### config.mk
export PLATFORM = sky130hd
export DESIGN_NAME = sc_spi_xfer_seq
export DESIGN_NICKNAME = d
export VERILOG_FILES = /design/src/rtl/sc_spi_pkg.sv /design/src/rtl/sc_spi_shreg.sv /design/src/rtl/sc_spi_xfer_seq.sv
export SDC_FILE = /design/constraint.sdc
export NUM_CORES = 1
export LEC_CHECK = 0
export ABC_AREA = 0
export CELL_PAD_IN_SITES_DETAIL_PLACEMENT = 1
export CELL_PAD_IN_SITES_GLOBAL_PLACEMENT = 1
export CORE_UTILIZATION = 46
export CTS_BUF_LIST = sky130_fd_sc_hd__clkbuf_8
export DETAILED_ROUTE_END_ITERATION = 7
export PLACE_DENSITY = 0.83
export SYNTH_ARGS = -nofsm -noshare
export SYNTH_HDL_FRONTEND = slang
export SYNTH_SLANG_ARGS = --single-unit
### constraint.sdc
create_clock -name SRCCLK -period 3.7 [get_ports SRCCLK]
set_input_delay 0.925 -clock SRCCLK [delete_from_list [all_inputs] [get_ports SRCCLK]]
set_output_delay 0.925 -clock SRCCLK [all_outputs]
set_load 0.02 [all_outputs]
### src/rtl/sc_spi_pkg.sv
// Shared definitions for the SPI transfer sequencer: FSM encoding, byte size, command field widths.
package sc_spi_pkg;

  typedef enum logic [2:0] {
    ST_IDLE  = 3'd0,
    ST_SETUP = 3'd1,
    ST_LOAD  = 3'd2,
    ST_SHIFT = 3'd3,
    ST_HOLD  = 3'd4
  } state_t;

  localparam int BITS_PER_BYTE = 8;
  localparam int CS_W          = 2;
  localparam int LEN_W         = 16;

endpackage

### src/rtl/sc_spi_shreg.sv
// 8-bit SPI TX/RX shift register; TX advances on i_tx_adv, RX samples on i_rx_smp, order set by i_lsb_first.
module sc_spi_shreg
  import sc_spi_pkg::*;
(
  input  logic                     i_clk,
  input  logic                     i_rst,
  input  logic                     i_load,
  input  logic [BITS_PER_BYTE-1:0] i_load_dat,
  input  logic                     i_lsb_first,
  input  logic                     i_tx_adv,
  input  logic                     i_rx_smp,
  input  logic                     i_miso,
  output logic                     o_first_bit,
  output logic                     o_next_bit,
  output logic [BITS_PER_BYTE-1:0] o_rx_dat
);

  logic [BITS_PER_BYTE-1:0] r_tx;
  logic [BITS_PER_BYTE-1:0] r_rx;

  // The bit on the wire is the end of r_tx; o_next_bit is its neighbour, driven after the shift.
  assign o_first_bit = i_lsb_first ? i_load_dat[0] : i_load_dat[BITS_PER_BYTE-1];
  assign o_next_bit  = i_lsb_first ? r_tx[1] : r_tx[BITS_PER_BYTE-2];
  assign o_rx_dat    = r_rx;

  always_ff @(posedge i_clk or posedge i_rst) begin
    if (i_rst) begin
      r_tx <= '0;
      r_rx <= '0;
    end else begin
      if (i_load) begin
        r_tx <= i_load_dat;
      end else if (i_tx_adv) begin
        r_tx <= i_lsb_first ? {1'b0, r_tx[BITS_PER_BYTE-1:1]} : {r_tx[BITS_PER_BYTE-2:0], 1'b0};
      end
      if (i_rx_smp) begin
        r_rx <= i_lsb_first ? {i_miso, r_rx[BITS_PER_BYTE-1:1]} : {r_rx[BITS_PER_BYTE-2:0], i_miso};
      end
    end
  end

endmodule

### src/rtl/sc_spi_xfer_seq.sv
// SPI mode-0 transfer sequencer driving sc_spi_scg's CLK_ENABLE one byte at a time.
// Optional SC_SPI_SEQ_LSB_FIRST_EN adds CMD_LSB_FIRST for per-command bit order.
module sc_spi_xfer_seq
  import sc_spi_pkg::*;
#(
  parameter int NUM_CS   = 4,
  parameter int CS_SETUP = 2,
  parameter int CS_HOLD  = 2
) (
  input  logic              SRCCLK,
  input  logic              SYSRST,
  input  logic              CMD_VALID,
  output logic              CMD_READY,
  input  logic [CS_W-1:0]   CMD_CS,
  input  logic [LEN_W-1:0]  CMD_LEN,
`ifdef SC_SPI_SEQ_LSB_FIRST_EN
  input  logic              CMD_LSB_FIRST,
`endif
  input  logic              TX_VALID,
  output logic              TX_READY,
  input  logic [7:0]        TX_DATA,
  output logic              RX_VALID,
  input  logic              RX_READY,
  output logic [7:0]        RX_DATA,
  output logic              CLK_ENABLE,
  input  logic              SPICLK,
  output logic [NUM_CS-1:0] SPI_CSB,
  output logic              SPI_MOSI,
  input  logic              SPI_MISO,
  output logic              BUSY,
  output logic              DONE
);

  state_t           r_state;
  logic             r_spiclk_q;
  logic [LEN_W-1:0] r_len_cnt;
  logic [3:0]       r_bit_cnt;
  logic [7:0]       r_wait_cnt;

  logic       w_rise;
  logic       w_fall;
  logic       w_cmd_hs;
  logic       w_load;
  logic       w_tx_adv;
  logic       w_rx_smp;
  logic       w_lsb;
  logic       w_first_bit;
  logic       w_next_bit;
  logic [7:0] w_rx_byte;

  assign w_rise   = SPICLK & ~r_spiclk_q;
  assign w_fall   = ~SPICLK & r_spiclk_q;
  assign w_cmd_hs = (r_state == ST_IDLE) && CMD_VALID && CMD_READY;
  // A byte only starts once the RX slot is empty or being drained this cycle.
  assign w_load   = (r_state == ST_LOAD) && TX_VALID && (!RX_VALID || RX_READY);
  assign w_tx_adv = (r_state == ST_SHIFT) && w_fall && (r_bit_cnt < 4'(BITS_PER_BYTE));
  assign w_rx_smp = (r_state == ST_SHIFT) && w_rise;

`ifdef SC_SPI_SEQ_LSB_FIRST_EN
  logic r_lsb;
  always_ff @(posedge SRCCLK or posedge SYSRST) begin
    if (SYSRST) begin
      r_lsb <= 1'b0;
    end else if (w_cmd_hs) begin
      r_lsb <= CMD_LSB_FIRST;
    end
  end
  assign w_lsb = r_lsb;
`else
  assign w_lsb = 1'b0;
`endif

  sc_spi_shreg u_shreg (
    .i_clk       (SRCCLK),
    .i_rst       (SYSRST),
    .i_load      (w_load),
    .i_load_dat  (TX_DATA),
    .i_lsb_first (w_lsb),
    .i_tx_adv    (w_tx_adv),
    .i_rx_smp    (w_rx_smp),
    .i_miso      (SPI_MISO),
    .o_first_bit (w_first_bit),
    .o_next_bit  (w_next_bit),
    .o_rx_dat    (w_rx_byte)
  );

  always_ff @(posedge SRCCLK or posedge SYSRST) begin
    if (SYSRST) begin
      r_state    <= ST_IDLE;
      r_spiclk_q <= 1'b0;
      r_len_cnt  <= '0;
      r_bit_cnt  <= '0;
      r_wait_cnt <= '0;
      CMD_READY  <= 1'b0;
      TX_READY   <= 1'b0;
      RX_VALID   <= 1'b0;
      RX_DATA    <= '0;
      CLK_ENABLE <= 1'b0;
      SPI_CSB    <= '1;
      SPI_MOSI   <= 1'b0;
      BUSY       <= 1'b0;
      DONE       <= 1'b0;
    end else begin
      r_spiclk_q <= SPICLK;
      TX_READY   <= 1'b0;
      DONE       <= 1'b0;
      if (RX_VALID && RX_READY) begin
        RX_VALID <= 1'b0;
      end
      case (r_state)
        ST_IDLE: begin
          CMD_READY <= 1'b1;
          BUSY      <= 1'b0;
          if (w_cmd_hs) begin
            CMD_READY  <= 1'b0;
            BUSY       <= 1'b1;
            r_len_cnt  <= CMD_LEN;
            r_wait_cnt <= '0;
            // An out-of-range index matches no bit, so the bytes run with every CSB high.
            for (int i = 0; i < NUM_CS; i++) begin
              SPI_CSB[i] <= (CMD_CS != CS_W'(i));
            end
            // LOAD adds one cycle before CLK_ENABLE, so SETUP covers the remaining CS_SETUP-1.
            r_state <= (CS_SETUP > 1) ? ST_SETUP : ST_LOAD;
          end
        end
        ST_SETUP: begin
          if (r_wait_cnt == 8'(CS_SETUP - 2)) begin
            r_state <= ST_LOAD;
          end else begin
            r_wait_cnt <= r_wait_cnt + 8'd1;
          end
        end
        ST_LOAD: begin
          if (w_load) begin
            TX_READY   <= 1'b1;
            SPI_MOSI   <= w_first_bit;
            CLK_ENABLE <= 1'b1;
            r_bit_cnt  <= '0;
            r_state    <= ST_SHIFT;
          end
        end
        ST_SHIFT: begin
          if (w_rise) begin
            r_bit_cnt <= r_bit_cnt + 4'd1;
          end
          if (w_tx_adv) begin
            SPI_MOSI <= w_next_bit;
          end
          if (w_fall && (r_bit_cnt == 4'(BITS_PER_BYTE))) begin
            CLK_ENABLE <= 1'b0;
            RX_DATA    <= w_rx_byte;
            RX_VALID   <= 1'b1;
            if (r_len_cnt == '0) begin
              r_wait_cnt <= '0;
              r_state    <= ST_HOLD;
            end else begin
              r_len_cnt <= r_len_cnt - 1'b1;
              r_state   <= ST_LOAD;
            end
          end
        end
        ST_HOLD: begin
          if (r_wait_cnt == 8'(CS_HOLD - 1)) begin
            SPI_CSB   <= '1;
            DONE      <= 1'b1;
            BUSY      <= 1'b0;
            CMD_READY <= 1'b1;
            r_state   <= ST_IDLE;
          end else begin
            r_wait_cnt <= r_wait_cnt + 8'd1;
          end
        end
        default: r_state <= ST_IDLE;
      endcase
    end
  end

endmodule

=== Word-level counts from Yosys, hierarchy flattened ===
Index checks and enable logic that the tools add are counted.

* $add $sub $neg: 3
* Magnitude comparators: 1
* Equal/unequal tests: 20
* Multiplexer cells: 44
* Bitwise logic cells: 4
* Reduce and logical (&&, ||, !) cells: 29

{| class="wikitable"
|+ Operators with widths
! cell !! count
|-
| two-way mux 16 bit || 3
|-
| two-way mux 8 bit || 5
|-
| one-hot mux 16 bit (2 select lines) || 1
|-
| one-hot mux 8 bit (4 select lines) || 1
|-
| two-way mux 3 bit || 6
|-
| != test 2 bit (second input constant) || 9
|-
| logical NOT 16 bit || 1
|-
| two-way mux 4 bit || 4
|-
| one-hot mux 4 bit (2 select lines) || 2
|-
| subtractor 16 x 1 -> 16 bit (second input constant) || 1
|-
| two-way mux 1 bit || 15
|-
| one-hot mux 3 bit (5 select lines) || 1
|-
| two-way mux 7 bit || 2
|-
| AND reduction 3 bit || 4
|-
| != test 2 x 1 -> 1 bit (second input constant) || 5
|-
| nonzero test 2 bit || 5
|-
| logical AND 1 bit || 9
|-
| adder 8 x 1 -> 8 bit (second input constant) || 1
|-
| equality test 8 x 1 -> 1 bit (second input constant) || 1
|-
| logical NOT 8 bit || 1
|-
| one-hot mux 1 bit (2 select lines) || 4
|-
| equality test 3 x 2 -> 1 bit (second input constant) || 2
|-
| AND reduction 6 bit || 1
|-
| AND reduction 5 bit || 1
|-
| 13 further kinds || 16
|}

* Flip-flop bits (word level): 66
* Bits of input ports: 33
* Output and inout port bits: 19
* Logic and storage cells: 117

=== Depth between registers and ports, before layout ===
Gate-level depths: netlist of the first run.

* Word-level depth: 6
* Mapped depth: 9
* Depth with buffers taken out: 7

=== Modules after synthesis ===
Synthesis of the first run repeated with hierarchy kept, for this count alone.

* Cell total of the unflattened synthesis: 366
* Area total of the unflattened synthesis: 3590.9 um2

{| class="wikitable"
|+ Modules (own cells, without submodules)
! module !! times used !! cells each !! area each (um2) !! sequential area each (um2)
|-
| sc_spi_xfer_seq || 1 || 283 || 2708.8 || 1281.2
|-
| sc_spi_shreg || 1 || 83 || 882.1 || 400.4
|}

=== Worst setup path before layout of the first run ===
No wires, ideal clock.

* Path kind: in2reg
* Start: input SPICLK
* End: register r_len_cnt[12]
* Setup time: 0.131 ns
* Arrival: 2.294 ns
* Data required time: 3.569 ns
* Slack: 1.275 ns
* Stages on the path: 6
* Path buffers: 2
* Path through: nand4b_1 -> or3_1 -> clkbuf_1 -> o21ai_2 -> buf_2 -> a22oi_1

* Word-level cells in the longest chain between the ends: 5

{| class="wikitable"
|+ Ends and longest elaborated chain
! what !! line !! RTL
|-
| start: declaration || sc_spi_xfer_seq.sv:26 || <nowiki>input logic SPICLK,</nowiki>
|-
| inverter 1 bit || sc_spi_xfer_seq.sv:52 || <nowiki>assign w_fall = ~SPICLK & r_spiclk_q;</nowiki>
|-
| AND 1 bit || sc_spi_xfer_seq.sv:52 ||
|-
| logical AND 1 bit || sc_spi_xfer_seq.sv:150 || <nowiki>if (w_fall && (r_bit_cnt == 4'(BITS_PER_BYTE))) begin</nowiki>
|-
| != test 2 x 1 -> 1 bit (no source line) || n/a ||
|-
| AND reduction 4 bit (no source line) || n/a ||
|-
| end signal: assignment || sc_spi_xfer_seq.sv:158 || <nowiki>r_len_cnt <= r_len_cnt - 1'b1;</nowiki>
|-
| end: declaration || sc_spi_xfer_seq.sv:36 || <nowiki>logic [LEN_W-1:0] r_len_cnt;</nowiki>
|}

No other way between the ends.
A chain may end at the register's enable or synchronous reset.

=== Worst setup path after layout of the first run ===
* Start: register r_len_cnt[0]
* End: register r_len_cnt[7]

* Word-level cells in the longest chain between the ends: 4
* Elaborated cells on any way between the ends: 7
* Those cells by class: add/sub (1); eq/ne (1); mux (3); reduce/logical (2)

{| class="wikitable"
|+ Ends and longest elaborated chain
! what !! line !! RTL
|-
| subtractor 16 x 1 -> 16 bit || sc_spi_xfer_seq.sv:158 ||
|-
| two-way mux 16 bit || sc_spi_xfer_seq.sv:154 || <nowiki>if (r_len_cnt == '0) begin</nowiki>
|-
| two-way mux 16 bit || sc_spi_xfer_seq.sv:150 ||
|-
| one-hot mux 16 bit (2 select lines) || sc_spi_xfer_seq.sv:110 || <nowiki>case (r_state)</nowiki>
|}

Parallel ways exist; a longest one is shown, timed or not. The select of a mux whose other input is x is not followed.

==> results of run 1 <==
==> flip-flops by register name, summed over array words and instances, names as in the netlist, 3 cells and up <==
register and flops:
SPI_CSB 4, RX_DATA 8, r_len_cnt 16, u_shreg.r_tx 7, u_shreg.o_rx_dat 8, r_state 3, r_bit_cnt 4, r_wait_cnt 8
==> power by group <==
group	internal [mW]	total, mW	switching [mW]	leakage [nW]
Sequential	1.00	1.27	0.269	0.824
Clock	0.378	0.664	0.286	0.102
Combinational	0.517	1.18	0.664	0.828
Total	1.90	3.11	1.22	1.75
==> per-stage QoR <==
step	power (mW)	utilization (%)	hold slack, ps
floorplan	2.03	-	449
global placement	2.37	57.5	464
detailed placement	2.44	57.5	479
CTS	3.14	60.6	499
global route	3.34	60.6	527
finish	3.11	60.6	492
==> layout by cell type (no fill, tap or decap), types with 7 or more instances in the layout <==
| cell type | netlist | layout |
|---|---|---|
| a21oi_1 | 27 | 27 |
| buf_4 | 1 | 7 |
| clkbuf_8 | 0 | 9 |
| clkdlybuf4s50_1 | 0 | 51 |
| dfrtp_1 | 62 | 62 |
| inv_1 | 14 | 13 |
| mux2_2 | 17 | 17 |
| mux2i_1 | 7 | 7 |
| nand2_1 | 29 | 29 |
| nand3_1 | 8 | 8 |
| nor2_1 | 28 | 28 |
| o21ai_0 | 37 | 37 |
==> layer usage <==
| metal | share of wire [%] | global-route usage (%) | up-vias | wire, um |
|---|---|---|---|---|
| met5 | 0 | 0 | - | 0 |
| li1 | - | - | 1343 | - |
| met4 | 0.83 | 7.15 | 0 | 70 |
| met2 | 51 | 42.8 | 47 | 4300 |
| met1 | 44 | 30.5 | 1408 | 3730 |
| met3 | 3.4 | 4.45 | 9 | 289 |
==> final cells by class <==
type	count	area [um^2]
Tap cell	96	120
Fill cell	801	2720
Sequential cell	66	1660
Inverter	14	52.6
Clock inverter	6	92.6
Clock buffer	9	124
Multi-Input combinational cell	246	1580
Timing Repair Buffer	58	563
==> logic make-up after synthesis <==
group           Yosys count  synth area share (%)
simple gates            112                  17.4
flops                    66                  49.4
fa+ha+maj                 6                  2.24
mux                      24                  7.80
buf+inv                  30                  3.54
xor+xnor                  5                  1.31
compound gates           99                  18.3
==> worst min-delay path by stage <==
| stage | end | slack [ps] | cells past startpoint |
|---|---|---|---|
| 4_1_cts | u_shreg.r_tx[1] | 500 | 2 |
| 5_1_grt | SPI_CSB[0] | 530 | 1 |
| 2_1_floorplan | u_shreg.r_tx[1] | 450 | 2 |
| 6_report | u_shreg.r_tx[3] | 490 | 2 |
| 3_3_place_gp | SPI_MOSI | 460 | 2 |
| 3_5_place_dp | u_shreg.r_tx[1] | 480 | 2 |
==> worst max-delay path, cell delays in order, from the launching register on <==
cell and delay (ps):
dfrtp_1 400, inv_1 100, ha_1 230, or4b_1 610
nor4_4 510, o21a_2 370, a21oi_1 60, o2bb2a_1 290
==> metrics.csv, run 1 <==
metric;value;unit
Netlist cell types;53;
DP Wirelength;5.80;mm
worst reg2reg path startpoint;r_len_cnt[0];
Worst Setup End Kind;flop;
initial antenna violation count;0;
vias;2807;
worst path required time;3920;ps
first-pass GRT wire length;14.3;mm
filler-free cell count of the finished design;495;
vias in the first global route;2998;
max_cap viols;0;
number of synthesized flops with an enable pin;0;
gr usage total;24.4;%
Critical Path Source Type;flop;
PortBufs;51;
count leader, synth;dfrtp_1;
Total Wirelength;8.39;mm
top cells by area, synth;dfrtp_1, mux2_2, o21ai_0;
# placed instances;480;
slew margin rel.;43.9;%
routability cong.;0.752;
clock skew;11.0;ps
GRT overflow;0;
Die ar.;7640;um^2
Seq cells post-synth;66;
DRT iter0 DRCs;166;
peak supply drop;0.000308;V
r2r endpoint;r_len_cnt[7];
IO Pins;52;
starting density of the core;48.6;%
Synth Cell Area;3350;um^2
Least-Margin Pin Slew;835;ps
Clk pin slew, worst setup/hold paths;80;ps
ys async rst share;100;%
Syn Area/Cell;9.80;um^2
setup violators final;0;
leading register cell type out of synthesis;dfrtp_1;
WS Path Type;flop to flop;
outcome;finished clean;
unrepaired setup endpoints after global routing;false;
chip width;87.4;um
CP Data Arrival Time;2910;ps
final hold vios;0;
Worst Hold Class;flop to flop;
Sinks on Clock Net;66;
layout cell share with drive strength beyond 1;13.3;%
CTS root buf;clkbuf_8;
Detail Route Antenna Nets;0;
Clock Path Buffers;2;
nets;434;
Final min period;2690;ps
DR DRC count;0;
Initial DRT Pass Iterations;4;
Yosys warning count;0;
worst slack, placed;657;ps
largest net degree at the start of global routing;33;
core box area;6910;um^2
Seq/Total Area, Yosys;49.4;%
number of hold buffers added after CTS;0;
ANT cells;0;
Min-Delay Startpoint;u_shreg.r_tx[3];
Mapped Cells;342;
Max FO, Critical Path;13;
Max Fclk;372;MHz
Setup crit end;r_len_cnt[7];
post-synthesis net count;381;
Finished Cell Area;4190;um^2
top cells by instance count after synthesis;dfrtp_1, o21ai_0, nand2_1, nor2_1, a21oi_1;
Final Cycle Share;72.7;%
PD cells;744;nW/um^2
H-tree Lvls;3;
clk_lat worst skew;340;ps
post-CTS setup buffer count;0;
count of pins over their slew limit;0;
area leader, netlist;dfrtp_1;
cell row count;30;
r2r worst-path depth;7;
wire length per cell;16.9;um
critical path startpoint;r_len_cnt[0];
Yosys top cell area share;46.3;%
vias per inst;5.67;
CTS tree;built;
placed cell areas;3970;um^2
final worst slack;1010;ps
Area Overhead vs Synth;24.9;%
leakage;1.75;nW
flop2flop setup slack;1010;ps
Post-CTS Resized;0;
total CTS buffers;9;
TNS Setup;0;ps
Die Height;87.4;um
Power figures use the tool's default switching activity.
==> run 2: changes to the inputs <==
--- a/config.mk
+++ b/config.mk
@@ -8,10 +8,10 @@
 export ABC_AREA = 0
 export CELL_PAD_IN_SITES_DETAIL_PLACEMENT = 1
 export CELL_PAD_IN_SITES_GLOBAL_PLACEMENT = 1
-export CORE_UTILIZATION = 46
+export CORE_UTILIZATION = 43
 export CTS_BUF_LIST = sky130_fd_sc_hd__clkbuf_8
 export DETAILED_ROUTE_END_ITERATION = 7
-export PLACE_DENSITY = 0.83
+export PLACE_DENSITY = 0.78
 export SYNTH_ARGS = -nofsm -noshare
 export SYNTH_HDL_FRONTEND = slang
 export SYNTH_SLANG_ARGS = --single-unit
==> constraint.sdc (replaced) <==
create_clock -name SRCCLK -period 2.82 [get_ports SRCCLK]
set_input_delay 0.705 -clock SRCCLK [delete_from_list [all_inputs] [get_ports SRCCLK]]
set_output_delay 0.705 -clock SRCCLK [all_outputs]
set_load 0.02 [all_outputs]
==> run 2 against run 1 <==
Against the previous run:
- via count is 0.96% higher
- worst setup slack worse by 740 ps
- fmax increased by 5.4%
- clock skew decreased by 2.0 ps
- worst hold slack barely moved
- sequential share of layout area down 0.77 points
- routed wire length decreased by 0.29%
- clock power up 50%
- critical path depth unchanged
- first-iteration DRC count decreased by 37%
- power rose by 35%
- largest power group unchanged
==> metrics.csv, run 2 (synthesized netlist as in run 1, its figures left out) <==
metric;value;unit;change
metal3 WL;301;um;+4.2%
setup violators final;0;;unchanged
Min-Delay Startpoint;SPI_MOSI;;
starting density of the core;45.3;%;-3.3 points
peak supply drop;0.000440;V;+43%
clk_lat worst skew;360;ps;+20 ps
commonest non-fill, non-tap cells in the layout;dfrtp_1, clkdlybuf4s50_1, o21ai_0;;
hold path cells;2;;unchanged
commonest non-fill, non-tap cell in the layout;dfrtp_1;;
WHS Endpoint;SPI_MOSI;;
Final Cycle Share;90.5;%;+18 points
nets;437;;+0.69%
CP Data Arrival Time;2790;ps;-120 ps
Area Overhead vs Synth;27.3;%;
number of hold buffers added after CTS;0;;unchanged
Die ar.;8150;um^2;+6.8%
r2r endpoint;r_len_cnt[7];;
Critical Path Source Type;flop;;
vias in the first global route;2981;;-0.57%
initial antenna violation count;0;;unchanged
Total Wirelength;8.36;mm;-0.29%
vias per inst;5.65;;-0.45%
PD cells;988;nW/um^2;+33%
largest net degree at the start of global routing;67;;+100%
Max Fclk;392;MHz;+5.4%
max FFs per register;16;;unchanged
DP Wirelength;5.80;mm;about the same
leakage;1.79;nW;+2.3%
TNS Setup;0;ps;unchanged
routability cong.;0.782;;+4.0%
layout cell share with drive strength beyond 1;14.1;%;+0.86 points
total CTS buffers;9;;unchanged
Die Height;90.3;um;+3.3%
Clock Path Buffers;2;;unchanged
vias;2834;;+0.96%
slew margin rel.;45.0;%;+1.1 points
worst path required time;3050;ps;-870 ps
final worst slack;269;ps;-741 ps
flop2flop setup slack;270;ps;-740 ps
CTS root buf;clkbuf_8;;
post-CTS setup buffer count;0;;unchanged
worst slack, placed;198;ps;-459 ps
Clk pin slew, worst setup/hold paths;80;ps;about the same
Final min period;2550;ps;-139 ps
chip width;90.3;um;+3.3%
WS Path Type;flop to flop;;
# placed instances;486;;+1.3%
max layer used;met4;;
Max FO, Critical Path;13;;unchanged
DR DRC count;0;;unchanged
final hold vios;0;;unchanged
first-pass GRT wire length;14.4;mm;+0.53%
DRT iter0 DRCs;105;;-37%
Worst Setup End Kind;flop;;
WL met2;4.32;mm;+0.42%
Sinks on Clock Net;66;;unchanged
cell row count;31;;+3.3%
max_cap viols;0;;unchanged
Biggest register;r_len_cnt;;
Initial DRT Pass Iterations;4;;unchanged
worst reg2reg path startpoint;r_len_cnt[0];;
DRT met1 WL;3.63;mm;-2.7%
H-tree Lvls;3;;unchanged
count of pins over their slew limit;0;;unchanged
outcome;finished clean;;
Detail Route Antenna Nets;0;;unchanged
ANT cells;0;;unchanged
Worst Hold Class;flop to flop;;
core box area;7410;um^2;+7.3%
CTS tree;built;;
PortBufs;51;;unchanged
filler-free cell count of the finished design;502;;+1.4%
wire length per cell;16.7;um;-1.7%
unrepaired setup endpoints after global routing;false;;
GRT overflow;0;;unchanged
Post-CTS Resized;0;;unchanged
r2r worst-path depth;7;;unchanged
clock skew;8.94;ps;-2.03 ps
IO Pins;52;;unchanged
Least-Margin Pin Slew;822;ps;-13.3 ps
gr usage total;22.2;%;-2.1 points
-- run 2: cell count changes in the layout (fill, tap and decap cells not counted) --
cell        before  now
clkinv_4         2    1
buf_4            7    8
clkinvlp_4       2    1
bufinv_16        2    3
buf_12           0    2
inv_6            0    2
-- run 2: per-stage QoR --
stage	utilization, %	instance area (um^2)	power (mW)	hold WS [ps]
CTS	57.6	4270	4.26	498
floorplan	-	3350	2.66	449
global route	57.6	4270	4.53	526
finish	57.6	4270	4.22	492
detailed placement	54.3	4020	3.24	475
global placement	54.3	4020	3.13	464
-- run 2: worst max-delay path, cell delays in order, from the launching register on --
cell	delay (ps)
dfrtp_1	420
inv_1	100
ha_1	240
or4b_1	600
nor4_4	350
o21a_2	360
a21oi_1	70
o2bb2a_1	300
-- run 2: cell type report --
class                   instances  area (um^2)
clock buffers                   9          124
clock inverters                 7          124
repair buffers                 61          611
well taps                      99          124
flip-flops and latches         66         1660
fillers                       850         3140
multi-input cells             246         1580
inverters                      14         52.6
-- run 2: power breakdown --
group | leakage, nW | total [mW] | internal, mW | switching [mW]
Combinational | 0.850 | 1.56 | 0.697 | 0.864
Sequential | 0.824 | 1.66 | 1.31 | 0.350
Clock | 0.120 | 0.994 | 0.594 | 0.399
-- run 2: worst max path at each step --
stage,from,to,slack [ps],cells after the start
2_1_floorplan,SYSRST,BUSY,470,1
3_3_place_gp,CMD_VALID,r_wait_cnt[5],230,6
3_5_place_dp,SPICLK,r_len_cnt[6],200,6
4_1_cts,r_len_cnt[0],r_len_cnt[7],170,7
5_1_grt,r_len_cnt[0],r_len_cnt[7],100,7
6_report,r_len_cnt[0],r_len_cnt[7],270,7
-- run 2: layer usage --
metal | track usage [%] | up-vias
li1 | - | 1351
met1 | 26.8 | 1424
met2 | 38.5 | 48
met3 | 6.14 | 11
met4 | 6.99 | 0
met5 | 0 | -
